--- src/rtl/mac_stream_if.sv ---
// Streaming handshake bundle for mac_stream.
// Input side : in_valid/in_ready beats carrying in_a, in_b, in_last and in_signed.
// Output side: out_valid/out_ready result carrying out_result, out_count and out_ovf.
// Modports: master = producer of operands / consumer of results, slave = mac_stream.
interface mac_stream_if #(
    parameter int unsigned A_W   = 8,
    parameter int unsigned B_W   = 8,
    parameter int unsigned ACC_W = 24,
    parameter int unsigned CNT_W = 8
) ();
    logic             in_valid;
    logic             in_ready;
    logic [A_W-1:0]   in_a;
    logic [B_W-1:0]   in_b;
    logic             in_last;
    logic             in_signed;
    logic             out_valid;
    logic             out_ready;
    logic [ACC_W-1:0] out_result;
    logic [CNT_W-1:0] out_count;
    logic             out_ovf;

    modport master (
        output in_valid, in_a, in_b, in_last, in_signed, out_ready,
        input  in_ready, out_valid, out_result, out_count, out_ovf
    );

    modport slave (
        input  in_valid, in_a, in_b, in_last, in_signed, out_ready,
        output in_ready, out_valid, out_result, out_count, out_ovf
    );
endinterface

--- src/rtl/mac_stream.sv ---
// Streaming multiply-accumulate: computes the dot product of a vector of (a, b) beats.
// Ports:
//   clk    - single clock, all state on rising edge
//   reset  - asynchronous active-high reset
//   clken  - global enable; low freezes all state and deasserts in_ready
//   bus    - mac_stream_if.slave: operand beats in, result/count/overflow out
// Pipeline: stage 1 registers operands, stage 2 adds the product into the accumulator.
// After the last beat the FSM drains two enabled cycles, then offers the result.
// Optional feature: define MAC_STREAM_SAT_EN to clamp the accumulator at the range limit
// of the vector's mode and report a sticky out_ovf; otherwise it wraps and out_ovf is 0.
module mac_stream #(
    parameter int unsigned A_W   = 8,
    parameter int unsigned B_W   = 8,
    parameter int unsigned ACC_W = 24,
    parameter int unsigned CNT_W = 8
) (
    input logic          clk,
    input logic          reset,
    input logic          clken,
    mac_stream_if.slave  bus
);

`ifdef MAC_STREAM_SAT_EN
    // Two guard bits hold any acc + product sum of either signedness without loss.
    localparam int unsigned XW = ACC_W + 2;
    localparam logic signed [XW-1:0] SMax = {3'b000, {(ACC_W-1){1'b1}}};
    localparam logic signed [XW-1:0] SMin = {3'b111, {(ACC_W-1){1'b0}}};
    localparam logic signed [XW-1:0] UMax = {2'b00, {ACC_W{1'b1}}};
`else
    localparam int unsigned XW = ACC_W;
`endif

    typedef enum logic [1:0] {StIdle, StAcc, StDrain, StOut} state_t;

    state_t           state_q;
    logic             drain_q;
    logic             rdy_q;
    logic             mode_q;
    logic             p_valid_q;
    logic [A_W-1:0]   p_a_q;
    logic [B_W-1:0]   p_b_q;
    logic [ACC_W-1:0] acc_q;
    logic [CNT_W-1:0] cnt_q;
    logic [ACC_W-1:0] res_q;
    logic [CNT_W-1:0] res_cnt_q;

    logic             accept;
    logic signed [XW-1:0] a_ext, b_ext, prod, sum;
    logic [ACC_W-1:0] acc_sum;

    // rdy_q keeps in_ready low from reset assertion until the first clock after it.
    assign bus.in_ready   = clken & rdy_q & ((state_q == StIdle) | (state_q == StAcc));
    assign accept         = bus.in_valid & bus.in_ready;
    assign bus.out_valid  = (state_q == StOut);
    assign bus.out_result = res_q;
    assign bus.out_count  = res_cnt_q;

    // Sign- or zero-extend by the vector mode latched on the first beat.
    assign a_ext = {{(XW-A_W){mode_q & p_a_q[A_W-1]}}, p_a_q};
    assign b_ext = {{(XW-B_W){mode_q & p_b_q[B_W-1]}}, p_b_q};
    assign prod  = a_ext * b_ext;

`ifdef MAC_STREAM_SAT_EN
    logic clamp;
    logic ovf_q;
    logic res_ovf_q;

    assign sum         = $signed({{2{mode_q & acc_q[ACC_W-1]}}, acc_q}) + prod;
    assign bus.out_ovf = res_ovf_q;

    always_comb begin
        acc_sum = sum[ACC_W-1:0];
        clamp   = 1'b0;
        if (mode_q) begin
            if (sum > SMax) begin
                acc_sum = SMax[ACC_W-1:0];
                clamp   = 1'b1;
            end else if (sum < SMin) begin
                acc_sum = SMin[ACC_W-1:0];
                clamp   = 1'b1;
            end
        end else if (sum > UMax) begin
            acc_sum = UMax[ACC_W-1:0];
            clamp   = 1'b1;
        end
    end

    always_ff @(posedge clk or posedge reset) begin
        if (reset) begin
            ovf_q     <= 1'b0;
            res_ovf_q <= 1'b0;
        end else if (clken) begin
            if (state_q == StIdle && accept) begin
                ovf_q <= 1'b0;
            end else if (p_valid_q) begin
                ovf_q <= ovf_q | clamp;
            end
            if (state_q == StDrain && drain_q) begin
                res_ovf_q <= ovf_q;
            end
        end
    end
`else
    // Modulo 2^ACC_W arithmetic is identical for signed and unsigned operands.
    assign sum         = $signed(acc_q) + prod;
    assign acc_sum     = sum;
    assign bus.out_ovf = 1'b0;
`endif

    always_ff @(posedge clk or posedge reset) begin
        if (reset) begin
            state_q   <= StIdle;
            drain_q   <= 1'b0;
            rdy_q     <= 1'b0;
            mode_q    <= 1'b0;
            p_valid_q <= 1'b0;
            p_a_q     <= '0;
            p_b_q     <= '0;
            acc_q     <= '0;
            cnt_q     <= '0;
            res_q     <= '0;
            res_cnt_q <= '0;
        end else begin
            rdy_q <= 1'b1;
            if (clken) begin
                // Stage 1: operand registers.
                p_valid_q <= accept;
                if (accept) begin
                    p_a_q <= bus.in_a;
                    p_b_q <= bus.in_b;
                end

                // Stage 2: the pipeline is always empty in IDLE, so a first beat can
                // clear the accumulator without losing a pending product.
                if (state_q == StIdle && accept) begin
                    acc_q  <= '0;
                    mode_q <= bus.in_signed;
                    cnt_q  <= CNT_W'(1);
                end else begin
                    if (p_valid_q) begin
                        acc_q <= acc_sum;
                    end
                    if (accept && cnt_q != {CNT_W{1'b1}}) begin
                        cnt_q <= cnt_q + CNT_W'(1);
                    end
                end

                case (state_q)
                    StIdle, StAcc: begin
                        if (accept) begin
                            state_q <= bus.in_last ? StDrain : StAcc;
                            drain_q <= 1'b0;
                        end
                    end
                    StDrain: begin
                        // Last product lands on the first drain edge; snapshot on the second.
                        if (drain_q) begin
                            state_q   <= StOut;
                            res_q     <= acc_q;
                            res_cnt_q <= cnt_q;
                        end else begin
                            drain_q <= 1'b1;
                        end
                    end
                    StOut: begin
                        if (bus.out_ready) begin
                            state_q <= StIdle;
                        end
                    end
                    default: state_q <= StIdle;
                endcase
            end
        end
    end

endmodule

--- src/flat_wrapper.sv ---
// flat-port wrapper written by rule: the top's interface ports become plain ports
module mac_stream_flat 
#(
    parameter int unsigned A_W   = 8,
    parameter int unsigned B_W   = 8,
    parameter int unsigned ACC_W = 24,
    parameter int unsigned CNT_W = 8
)
  (clk, reset, clken, bus_in_valid, bus_in_a, bus_in_b, bus_in_last, bus_in_signed, bus_out_ready, bus_in_ready, bus_out_valid, bus_out_result, bus_out_count, bus_out_ovf);
  mac_stream_if #(.A_W(A_W), .B_W(B_W), .ACC_W(ACC_W), .CNT_W(CNT_W)) bus_i ();
  input logic clk;
  input logic reset;
  input logic clken;
  input wire logic [$bits(bus_i.in_valid)-1:0] bus_in_valid;
  input wire logic [$bits(bus_i.in_a)-1:0] bus_in_a;
  input wire logic [$bits(bus_i.in_b)-1:0] bus_in_b;
  input wire logic [$bits(bus_i.in_last)-1:0] bus_in_last;
  input wire logic [$bits(bus_i.in_signed)-1:0] bus_in_signed;
  input wire logic [$bits(bus_i.out_ready)-1:0] bus_out_ready;
  output wire logic [$bits(bus_i.in_ready)-1:0] bus_in_ready;
  output wire logic [$bits(bus_i.out_valid)-1:0] bus_out_valid;
  output wire logic [$bits(bus_i.out_result)-1:0] bus_out_result;
  output wire logic [$bits(bus_i.out_count)-1:0] bus_out_count;
  output wire logic [$bits(bus_i.out_ovf)-1:0] bus_out_ovf;
  assign bus_i.in_valid = bus_in_valid;
  assign bus_i.in_a = bus_in_a;
  assign bus_i.in_b = bus_in_b;
  assign bus_i.in_last = bus_in_last;
  assign bus_i.in_signed = bus_in_signed;
  assign bus_i.out_ready = bus_out_ready;
  assign bus_in_ready = bus_i.in_ready;
  assign bus_out_valid = bus_i.out_valid;
  assign bus_out_result = bus_i.out_result;
  assign bus_out_count = bus_i.out_count;
  assign bus_out_ovf = bus_i.out_ovf;
  mac_stream #(.A_W(A_W), .B_W(B_W), .ACC_W(ACC_W), .CNT_W(CNT_W)) u_core (.clk(clk), .reset(reset), .clken(clken), .bus(bus_i));
endmodule
--- config.mk ---
export PLATFORM = sky130hd
export DESIGN_NAME = mac_stream_flat
export DESIGN_NICKNAME = d
export VERILOG_FILES = /design/src/rtl/mac_stream_if.sv /design/src/rtl/mac_stream.sv /design/src/flat_wrapper.sv
export SDC_FILE = /design/constraint.sdc
export NUM_CORES = 1
export LEC_CHECK = 0
export CAP_MARGIN = 20
export CORE_MARGIN = 4
export CORE_UTILIZATION = 65
export DETAILED_ROUTE_END_ITERATION = 8
export PLACE_DENSITY = 0.88
export SETUP_SLACK_MARGIN = 0.4
export SYNTH_ARGS = -nofsm -noshare
export SYNTH_HDL_FRONTEND = slang
export SYNTH_SLANG_ARGS = --single-unit
--- constraint.sdc ---
create_clock -name clk -period 14.1 [get_ports clk]
set_input_delay 1.41 -clock clk [delete_from_list [all_inputs] [get_ports clk]]
set_output_delay 1.41 -clock clk [all_outputs]
set_load 0.05 [all_outputs]
==> key figures, run 1 <==
Worst setup path
  • Reg2reg start: u_core.p_b_q[7]$_DFFE_PP0P_
  • Type of destination of the critical path: flip-flop
  • Flop-to-flop setup slack: 6.02 ns
  • CP delay by family, top: adder cells
  • Critical path data arrival time: 8.37 ns
  • CP bufs+invs: 4
  • Worst Setup Path Type: reg -> reg
  • Worst path slowest cell: xnor2_1
  • R2r worst-path depth: 26
  • Worst r2r dst: u_core.acc_q[23]$_DFFE_PP0P_
  • Cell mode on critical path: fa_1
  • Crit path max fanout: 11
  • CP required: 14.39 ns
  • Crit start category: flip-flop
  • Crit-path max cell delay: 0.56 ns

Routing
  • Metal3 WL: 866 um
  • M1 WL: 6.73 mm
  • Via density: 5.90
  • DR WL met2: 8.88 mm
  • Routed len/inst: 17.8 um
  • Drt pass-1 iters: 6
  • Final WL: 16.8 mm
  • ANT nets after route: 0
  • Remaining DRCs: 0
  • Iter 0 DRT Violations: 306
  • Uppermost layer routed: met4
  • Via count: 5561

GRT
  • Largest net degree at the start of global routing: 87
  • Gr ovfl total: 0
  • Vias in the first global route: 6080
  • GRT Total Usage: 27.1%
  • Global-route wire length before repair: 28.2 mm
  • Initial antenna violation count: 0

Clock tree
  • Hold buffer count at cts: 0
  • H-tree levels: 3
  • Resized cells post-CTS: 0
  • CTS buffer count: 9
  • Clk Latency, worst-skew pair: 0.36 ns
  • Post-CTS Setup Inserts: 0
  • # clock sinks: 86
  • Clk slew on worst S/H paths: 0.07 ns
  • Max clock buf depth: 2
  • Root Buffer: clkbuf_16
  • CTS tree: built

Outcome
  • Outcome: completed

Logic synthesis
  • Yosys warns: 0
  • Synth Cell Area: 7400 um2
  • Top_reg_cell synth: dfrtp_1
  • Fraction of registers with async set/reset: 100%
  • Number of synthesized flops with an enable pin: 0
  • Synthesized flop and latch total: 86
  • Post-synthesis cell count: 756
  • Synthesized net count: 912
  • Sequential share of the synthesized area: 29.1%
  • Avg Cell Area, Syn: 9.79 um2
  • Synth cell types: 49

Run
  • Max Cap Violations: 0

Timing
  • Final worst slack: 6.02 ns
  • Hold Fails Final Rpt: 0
  • Crit share post-route: 57.3%
  • Max Fclk: 0.124 GHz
  • Relative slew slack: 27.7%
  • Setup Viol. Count Final: 0
  • Final min period: 8.08 ns
  • Setup Skew: 0.00952 ns
  • Max-slew violation count: 0
  • RSZ-0062 raised after global routing: false
  • Fin Setup TNS: 0 ns
  • Slew @ Worst Pin: 1.08 ns

Cells and area
  • Ant. Diodes: 0
  • Final net count: 954
  • Final Non-Filler Cells: 943
  • Area Growth Syn to Fin: 13.1%
  • Share of cells above drive strength 1: 9.22%
  • FF/Latch Area: 2150 um2
  • Area of the multi-input gates: 4780 um2
  • # fillers: 727

Placed design
  • Port Buffers: 56
  • Setup WS pre-CTS: 6.16 ns
  • GPL Wtd Cong: 0.928
  • Post-Place Cells: 926
  • DPL Wire Length: 12.2 mm

Floorplan
  • DIE WIDTH: 115 um
  • Core Box Area: 11000 um2
  • Die area: 13200 um2
  • Initial Util: 67.4%
  • Row count: 38
  • Die span in y: 115 um
  • Boundary Pins: 58

Min path
  • Worst Hold Launch: u_core.bus.out_result[1]$_DFFE_PP0P_
  • Hold path depth: 2
  • Worst min path class: reg -> reg
  • Worst Hold End: u_core.bus.out_result[1]$_DFFE_PP0P_
-- flip-flops by register name, summed over array words and instances (netlist names) --
name and cells:
u_core.acc_q 24, u_core.drain_q 1, u_core.p_valid_q 1, u_core.p_b_q 8
u_core.rdy_q 1, u_core.mode_q 1, u_core.p_a_q 8, u_core.bus.out_count 8
u_core.state_q 2, u_core.cnt_q 8, u_core.bus.out_result 24
-- cell type report --
class / count / area share (%)
inverters: 96 / 4.32
flip-flops and latches: 86 / 25.7
multi-input cells: 545 / 57.1
well taps: 140 / 2.09
clock inverters: 7 / 0.837
clock buffers: 9 / 2.69
repair buffers: 60 / 7.29
-- routing by layer --
| metal | vias up | global-route usage, % |
|---|---|---|
| met5 | - | 0 |
| met4 | 0 | 7.90 |
| met3 | 35 | 5.29 |
| met2 | 159 | 48.4 |
| met1 | 2808 | 33.6 |
| li1 | 2559 | - |
-- stage by stage --
stage / cell area [um2] / utilization [%] / hold slack, ns
floorplan: 7400 / - / 0.466
global placement: 8050 / 73.3 / 0.462
detailed placement: 8050 / 73.3 / 0.485
CTS: 8350 / 76.0 / 0.501
global route: 8380 / 76.3 / 0.523
finish: 8380 / 76.3 / 0.495
-- worst register-to-register path, cell delays in order, from the launching register on --
cell and delay [ns]:
dfrtp_1 0.51, nand2_1 0.34, or2_2 0.40, fa_1 0.51, fa_1 0.54, inv_1 0.06
fa_1 0.50, fa_1 0.55, inv_1 0.05, fa_1 0.50, inv_1 0.04, ha_1 0.33
o211ai_1 0.27, a21oi_1 0.14, a211oi_1 0.37, a21oi_1 0.16, xnor2_1 0.56, ha_1 0.43
a21o_1 0.23, a21oi_1 0.30, inv_1 0.09, a21oi_1 0.16, o31ai_1 0.12, o41a_1 0.33
xor2_1 0.16, a211o_1 0.31, nand2_1 0.06
-- worst max path at each step --
stage	endpoint	depth (start not counted)	startpoint
floorplan	u_core.acc_q[23]$_DFFE_PP0P_	26	u_core.mode_q$_DFFE_PP0P_
global placement	u_core.acc_q[23]$_DFFE_PP0P_	26	u_core.p_b_q[7]$_DFFE_PP0P_
detailed placement	u_core.acc_q[23]$_DFFE_PP0P_	26	u_core.p_b_q[7]$_DFFE_PP0P_
CTS	u_core.acc_q[23]$_DFFE_PP0P_	26	u_core.p_b_q[7]$_DFFE_PP0P_
global route	u_core.acc_q[23]$_DFFE_PP0P_	26	u_core.p_b_q[7]$_DFFE_PP0P_
finish	u_core.acc_q[23]$_DFFE_PP0P_	26	u_core.p_b_q[7]$_DFFE_PP0P_
-- cell usage after synthesis, drive strengths merged (2+ instances only) --
cell type | number | share of area (%)
a2111o | 2 | 0.30
a211o | 4 | 0.47
a211oi | 5 | 0.57
a21o | 11 | 1.1
a21oi | 40 | 2.7
a41oi | 2 | 0.34
and2 | 39 | 3.3
and3 | 7 | 0.59
buf | 3 | 0.20
clkbuf | 26 | 1.3
conb | 2 | 0.10
dfrtp | 86 | 29
fa | 71 | 19
ha | 62 | 10
inv | 96 | 4.9
mux2 | 45 | 6.8
nand2 | 87 | 4.4
nand2b | 3 | 0.25
nand3 | 14 | 0.95
nand4 | 3 | 0.25
nor2 | 38 | 1.9
nor2b | 4 | 0.44
nor3 | 8 | 0.54
o211ai | 2 | 0.20
o21a | 4 | 0.41
o21ai | 26 | 1.8
o21bai | 4 | 0.41
o22ai | 4 | 0.34
o31a | 2 | 0.24
o31ai | 2 | 0.20
o41a | 2 | 0.30
or2 | 3 | 0.25
or3 | 4 | 0.34
xnor2 | 26 | 3.1
xor2 | 10 | 1.2
-- cells by family (layout without fill, tap and decap cells) --
group | count (synthesis) | after routing | synth area share, %
and+or+nand+nor | 212 | 212 | 13.5
buffers and inverters | 125 | 172 | 6.39
DFF | 86 | 86 | 29.1
muxes | 45 | 45 | 6.84
AOI/OAI and AO/OA | 117 | 117 | 10.2
other | 2 | 2 | 0.101
adders and majority gates | 133 | 133 | 29.7
xor gates and xnor gates | 36 | 36 | 4.26
-- layout by cell type (no fill, tap or decap), types with 4 or more instances in the layout --
cell | Yosys | layout
inv_1 | 96 | 95
nor2_1 | 38 | 37
and2_1 | 39 | 39
clkdlybuf4s50_1 | 0 | 56
a21oi_1 | 40 | 40
nand3_1 | 14 | 14
dfrtp_1 | 86 | 86
clkbuf_16 | 0 | 9
fa_1 | 71 | 71
nand2_1 | 87 | 87
o21bai_1 | 4 | 4
xnor2_1 | 26 | 26
xor2_1 | 10 | 10
clkinv_4 | 0 | 4
nor3_1 | 8 | 8
mux2_2 | 45 | 45
o21ai_0 | 23 | 23
o22ai_1 | 4 | 4
a21o_1 | 11 | 11
or3_1 | 4 | 4
o21a_1 | 4 | 4
ha_1 | 62 | 62
and3_1 | 7 | 7
a211oi_1 | 4 | 4
a211o_1 | 4 | 4
Power of run 1 is left out: the tool's default activity adds up to more than one toggle a clock period on the data nets, which glitch-free logic cannot reach.
==> run 2, diff against run 1 <==
- CORE_UTILIZATION: 65 -> 60
- PLACE_DENSITY: 0.88 -> 0.82
- clock period: 14.1 -> 8.2 ns (I/O delays scaled with it)
==> run 2 against run 1 <==
- critical path type unchanged
- routed wire length shrank 5.4%
- first-iteration DRC count down 4.2%
- count of clock-buffer cells in the layout increased by 2
==> key figures, run 2 (same netlist as run 1, synthesis figures left out) <==
Outcome
  • Outcome: completed

Cells and area
  • Most common library cell in the layout ignoring fill and taps: inv_1
  • Final net count: 956 (+0.21%)
  • Commonest non-fill, non-tap cells in the layout: inv_1, nand2_1, dfrtp_1
  • Area Growth Syn to Fin: 13.6%
  • Share of cells above drive strength 1: 9.69% (+0.47 points)
  • # fillers: 885 (+22%)
  • Final Non-Filler Cells: 973 (+3.2%)
  • Ant. Diodes: 0 (unchanged)

Floorplan
  • Initial Util: 61.4% (-6.0 points)
  • Die span in y: 119 um (+3.8%)
  • Core Box Area: 12100 um2 (+9.8%)
  • Boundary Pins: 58 (unchanged)
  • Row count: 40 (+5.3%)
  • DIE WIDTH: 119 um (+3.8%)
  • Die area: 14200 um2 (+7.7%)

Routing
  • Iter 0 DRT Violations: 293 (-4.2%)
  • Via density: 5.66 (-4.0%)
  • ANT nets after route: 0 (unchanged)
  • Via count: 5511 (-0.90%)
  • Drt pass-1 iters: 5 (-1)
  • Remaining DRCs: 0 (unchanged)
  • Final WL: 15.9 mm (-5.4%)
  • Routed len/inst: 16.3 um (-8.3%)

Worst setup path
  • Flop-to-flop setup slack: 0.82 ns (-5.20 ns)
  • Worst Setup Path Type: reg -> reg
  • Crit path max fanout: 11 (unchanged)
  • Crit start category: flip-flop
  • Worst path slowest cell: fa_1
  • CP bufs+invs: 4 (unchanged)
  • Type of destination of the critical path: flip-flop
  • Critical path data arrival time: 7.60 ns (-0.77 ns)
  • CP required: 8.42 ns (-5.97 ns)
  • CP delay by family, top: adder cells
  • Crit-path max cell delay: 0.56 ns (about the same)
  • Cell mode on critical path: fa_1

Timing
  • Final min period: 7.38 ns (-0.701 ns)
  • Setup Skew: 0.00643 ns (-0.00309 ns)
  • Hold Fails Final Rpt: 0 (unchanged)
  • Max Fclk: 0.136 GHz (+9.5%)
  • Relative slew slack: 26.6% (-1.1 points)
  • Slew @ Worst Pin: 1.10 ns (+0.0167 ns)
  • Max-slew violation count: 0 (unchanged)
  • RSZ-0062 raised after global routing: false
  • Crit share post-route: 89.9% (+33 points)
  • Fin Setup TNS: 0 ns (unchanged)
  • Setup Viol. Count Final: 0 (unchanged)

GRT
  • Met1 layer usage reported by global route: 30.0% (-3.6 points)
  • Grt met3 use: 4.56% (-0.73 points)
  • Busiest layer in global routing: met2
  • Gr ovfl total: 0 (unchanged)
  • Global-route wire length before repair: 27.3 mm (-3.3%)
  • Initial antenna violation count: 0 (unchanged)
  • Largest net degree at the start of global routing: 67 (-23%)
  • Vias in the first global route: 5816 (-4.3%)
  • GRT Total Usage: 23.8% (-3.3 points)
  • Grt met2 use: 40.5% (-7.9 points)

Clock tree
  • CTS tree: built
  • # clock sinks: 86 (unchanged)
  • Root Buffer: clkbuf_16
  • CTS buffer count: 9 (unchanged)
  • Max clock buf depth: 2 (unchanged)
  • Clk slew on worst S/H paths: 0.07 ns (about the same)
  • H-tree levels: 3 (unchanged)
  • Hold buffer count at cts: 0 (unchanged)
  • Clk Latency, worst-skew pair: 0.35 ns (about the same)

Min path
  • Worst min path class: reg -> reg

Placed design
  • Post-Place Cells: 955 (+3.1%)
  • Port Buffers: 56 (unchanged)
  • DPL Wire Length: 12.1 mm (-1.1%)
  • GPL Wtd Cong: 0.904 (-2.6%)

Run
  • Max Cap Violations: 0 (unchanged)
run 2: worst paths after layout:
path                                                      start                                    to  cells past startpoint
setup / recovery                    u_core.p_b_q[7]$_DFFE_PP0P_          u_core.acc_q[19]$_DFFE_PP0P_                     27
hold / removal             u_core.bus.out_result[1]$_DFFE_PP0P_  u_core.bus.out_result[1]$_DFFE_PP0P_                      2
setup reg to reg                    u_core.p_b_q[7]$_DFFE_PP0P_          u_core.acc_q[19]$_DFFE_PP0P_                     27
hold reg to reg            u_core.bus.out_result[1]$_DFFE_PP0P_  u_core.bus.out_result[1]$_DFFE_PP0P_                      2
max in group asynchronous                                 reset           u_core.p_a_q[1]$_DFFE_PP0P_                      3
min in group asynchronous                                 reset            u_core.drain_q$_DFFE_PP0P_                      2
run 2: final cells by class:
class                   instances  area, um2  area share, %
flip-flops and latches         86       2150           25.6
repair buffers                 62        606           7.20
well taps                     168        210           2.50
clock inverters                 5       41.3          0.491
clock buffers                  11        243           2.89
inverters                      96        362           4.30
multi-input cells             545       4800           57.0
run 2: tightest hold or removal path, stage by stage, from the launching register on:
cell and delay (ns):
dfrtp_1 0.34, nand2_1 0.05, o21ai_0 0.06
run 2: repair_timing:
item / in CTS / in global routing
resized for setup: 1 / 2
pin swaps: 0 / 1
endpoints found under the setup margin: 1 / 4
buffers inserted: 0 / 2
run 2: metrics by stage:
stage	utilization [%]	instance area, um2	worst slack (ns)	hold slack (ns)
final	69.7	8410	0.825	0.488
after detailed placement	67.1	8100	0.420	0.479
after CTS	69.5	8390	0.564	0.493
after global routing	69.7	8410	0.431	0.521
after global placement	67.1	8100	0.750	0.461
after floorplan	-	7400	1.15	0.466
run 2: layer usage:
metal  up-vias  part of all wire (%)
li1       2575                     -
met1      2740                    40
met2       154                    52
met3        42                   4.8
met4         0                   2.8
met5         -                     0
Power of run 2 is left out for the same reason.
==> run 3, diff against run 2 <==
- SETUP_SLACK_MARGIN: 0.4 -> 0.2
==> run 3 against run 2 <==
- cell count unchanged
- die area unchanged
- via count up 0.31%
- sequential share of layout area barely moved
- worst hold slack about the same
- design area hardly changed
- routed wire length grew 0.32%
- global-route usage about the same
- largest cell class unchanged
- critical endpoint is now u_core.acc_q[23]$_DFFE_PP0P_
- critical path type unchanged
- critical path depth is the same
- register-to-register slack got worse by 0.05 ns
==> key figures, run 3 (same netlist as run 1, synthesis figures left out) <==
Routing
  • Drt pass-1 iters: 7 (+2)
  • Via density: 5.68 (+0.31%)
  • Remaining DRCs: 0 (unchanged)
  • ANT nets after route: 0 (unchanged)
  • Final WL: 15.9 mm (+0.32%)
  • Via count: 5528 (+0.31%)
  • Iter 0 DRT Violations: 266 (-9.2%)
  • Routed len/inst: 16.4 um (+0.32%)

Timing
  • Setup Viol. Count Final: 0 (unchanged)
  • Hold Worst Slack: 0.488 ns (-0.0000770 ns)
  • Relative slew slack: 27.1% (+0.52 points)
  • Hold Fails Final Rpt: 0 (unchanged)
  • Fin Setup TNS: 0 ns (unchanged)
  • Setup Skew: 0.00913 ns (+0.00270 ns)
  • Final min period: 7.43 ns (+0.0521 ns)
  • RSZ-0062 raised after global routing: false
  • Crit share post-route: 90.6% (+0.64 points)
  • Slew @ Worst Pin: 1.09 ns (-0.00776 ns)
  • Max-slew violation count: 0 (unchanged)
  • Max Fclk: 0.135 GHz (-0.70%)

Clock tree
  • CTS buffer count: 9 (unchanged)
  • # clock sinks: 86 (unchanged)
  • Clk slew on worst S/H paths: 0.07 ns (about the same)
  • H-tree levels: 3 (unchanged)
  • Max clock buf depth: 2 (unchanged)
  • Clk Latency, worst-skew pair: 0.35 ns (about the same)
  • CTS tree: built
  • Root Buffer: clkbuf_16

Placed design
  • Placed cell areas: 8100 um2 (unchanged)
  • GPL Wtd Cong: 0.904 (unchanged)
  • Port Buffers: 56 (unchanged)
  • DPL Wire Length: 12.1 mm (unchanged)

Worst setup path
  • Critical path data arrival time: 7.72 ns (+0.12 ns)
  • Flop-to-flop setup slack: 0.77 ns (-0.05 ns)
  • Crit start category: flip-flop
  • Cell mode on critical path: a21oi_1
  • R2r worst-path depth: 27 (unchanged)
  • Type of destination of the critical path: flip-flop
  • Beginning of the critical path: u_core.p_a_q[7]$_DFFE_PP0P_
  • Reg2reg start: u_core.p_a_q[7]$_DFFE_PP0P_
  • Crit-path max cell delay: 0.64 ns (+0.08 ns)
  • Worst Setup Path Type: reg -> reg
  • Worst r2r dst: u_core.acc_q[23]$_DFFE_PP0P_
  • CP required: 8.49 ns (+0.07 ns)
  • Worst path slowest cell: fa_1
  • Crit path max fanout: 14 (+3)

Floorplan
  • Initial Util: 61.4% (unchanged)
  • Row count: 40 (unchanged)
  • Die span in y: 119 um (unchanged)
  • Core Box Area: 12100 um2 (unchanged)
  • Die area: 14200 um2 (unchanged)
  • Boundary Pins: 58 (unchanged)
  • DIE WIDTH: 119 um (unchanged)

Cells and area
  • Ant. Diodes: 0 (unchanged)
  • Most common library cell in the layout ignoring fill and taps: inv_1
  • Commonest non-fill, non-tap cells in the layout: inv_1, nand2_1, dfrtp_1
  • Fin area: 8410 um2 (about the same)
  • Final net count: 956 (unchanged)
  • Share of cells above drive strength 1: 9.57% (-0.12 points)
  • Area Growth Syn to Fin: 13.6% (about the same)

GRT
  • Grt met3 use: 4.56% (unchanged)
  • Gr ovfl total: 0 (unchanged)
  • Largest net degree at the start of global routing: 67 (unchanged)
  • Vias in the first global route: 5816 (unchanged)
  • Initial antenna violation count: 0 (unchanged)
  • GRT Total Usage: 23.8% (about the same)
  • Busiest layer in global routing: met2
  • Grt met2 use: 40.5% (unchanged)
  • Global-route wire length before repair: 27.3 mm (about the same)
  • Met1 layer usage reported by global route: 30.0% (-0.032 points)

Min path
  • Worst Hold End: u_core.bus.out_result[1]$_DFFE_PP0P_
  • Worst min path class: reg -> reg
  • Hold path depth: 2 (unchanged)
  • Worst Hold Launch: u_core.bus.out_result[1]$_DFFE_PP0P_

Run
  • Max Cap Violations: 0 (unchanged)

Outcome
  • Outcome: completed
run 3: cell types whose count changed in the layout (fill, tap and decap cells not counted):
cell	previous run	this run
a21oi_1	39	40
a21oi_2	1	0
run 3: routing by layer:
layer / share of wire, % / vias to the layer above
li1: - / 2577
met1: 40 / 2758
met2: 52 / 150
met3: 4.5 / 43
met4: 2.9 / 0
met5: 0 / -
run 3: metrics by stage:
step / utilization, % / instances / worst slack, ns
after floorplan: - / 756 / 1.15
after global placement: 67.1 / 955 / 0.750
after detailed placement: 67.1 / 955 / 0.420
after CTS: 69.5 / 971 / 0.351
after global routing: 69.7 / 973 / 0.399
final: 69.7 / 973 / 0.773
run 3: final cells by class:
class | instances | area, um2
Fill cell | 881 | 3650
Inverter | 96 | 362
Tap cell | 168 | 210
Timing Repair Buffer | 62 | 606
Multi-Input combinational cell | 545 | 4790
Clock buffer | 11 | 243
Clock inverter | 5 | 41.3
Sequential cell | 86 | 2150
run 3: how the worst max path moves through the flow:
stage,end,slack (ns),depth (start not counted)
detailed placement,u_core.acc_q[23]$_DFFE_PP0P_,0.42,27
global route,u_core.acc_q[23]$_DFFE_PP0P_,0.40,27
CTS,u_core.acc_q[23]$_DFFE_PP0P_,0.35,27
global placement,u_core.acc_q[23]$_DFFE_PP0P_,0.75,26
floorplan,u_core.acc_q[23]$_DFFE_PP0P_,1.15,26
finish,u_core.acc_q[23]$_DFFE_PP0P_,0.77,27
run 3: critical path: cells and delay by family (launching register included):
family | cells | cell delay [ns]
flops | 1 | 0.50
xor+xnor | 2 | 0.46
buf+inv | 4 | 0.37
fa+ha+maj | 7 | 3.17
compound gates | 10 | 2.17
simple gates | 4 | 0.71
run 3: what timing repair did:
| item | 4_1_cts | 5_1_grt |
|---|---|---|
| resized for setup | 0 | 2 |
| buffers inserted | 0 | 2 |
| endpoints found under the setup margin | 0 | 4 |
| hold buffers | 0 | 0 |
Power of run 3 is left out for the same reason.
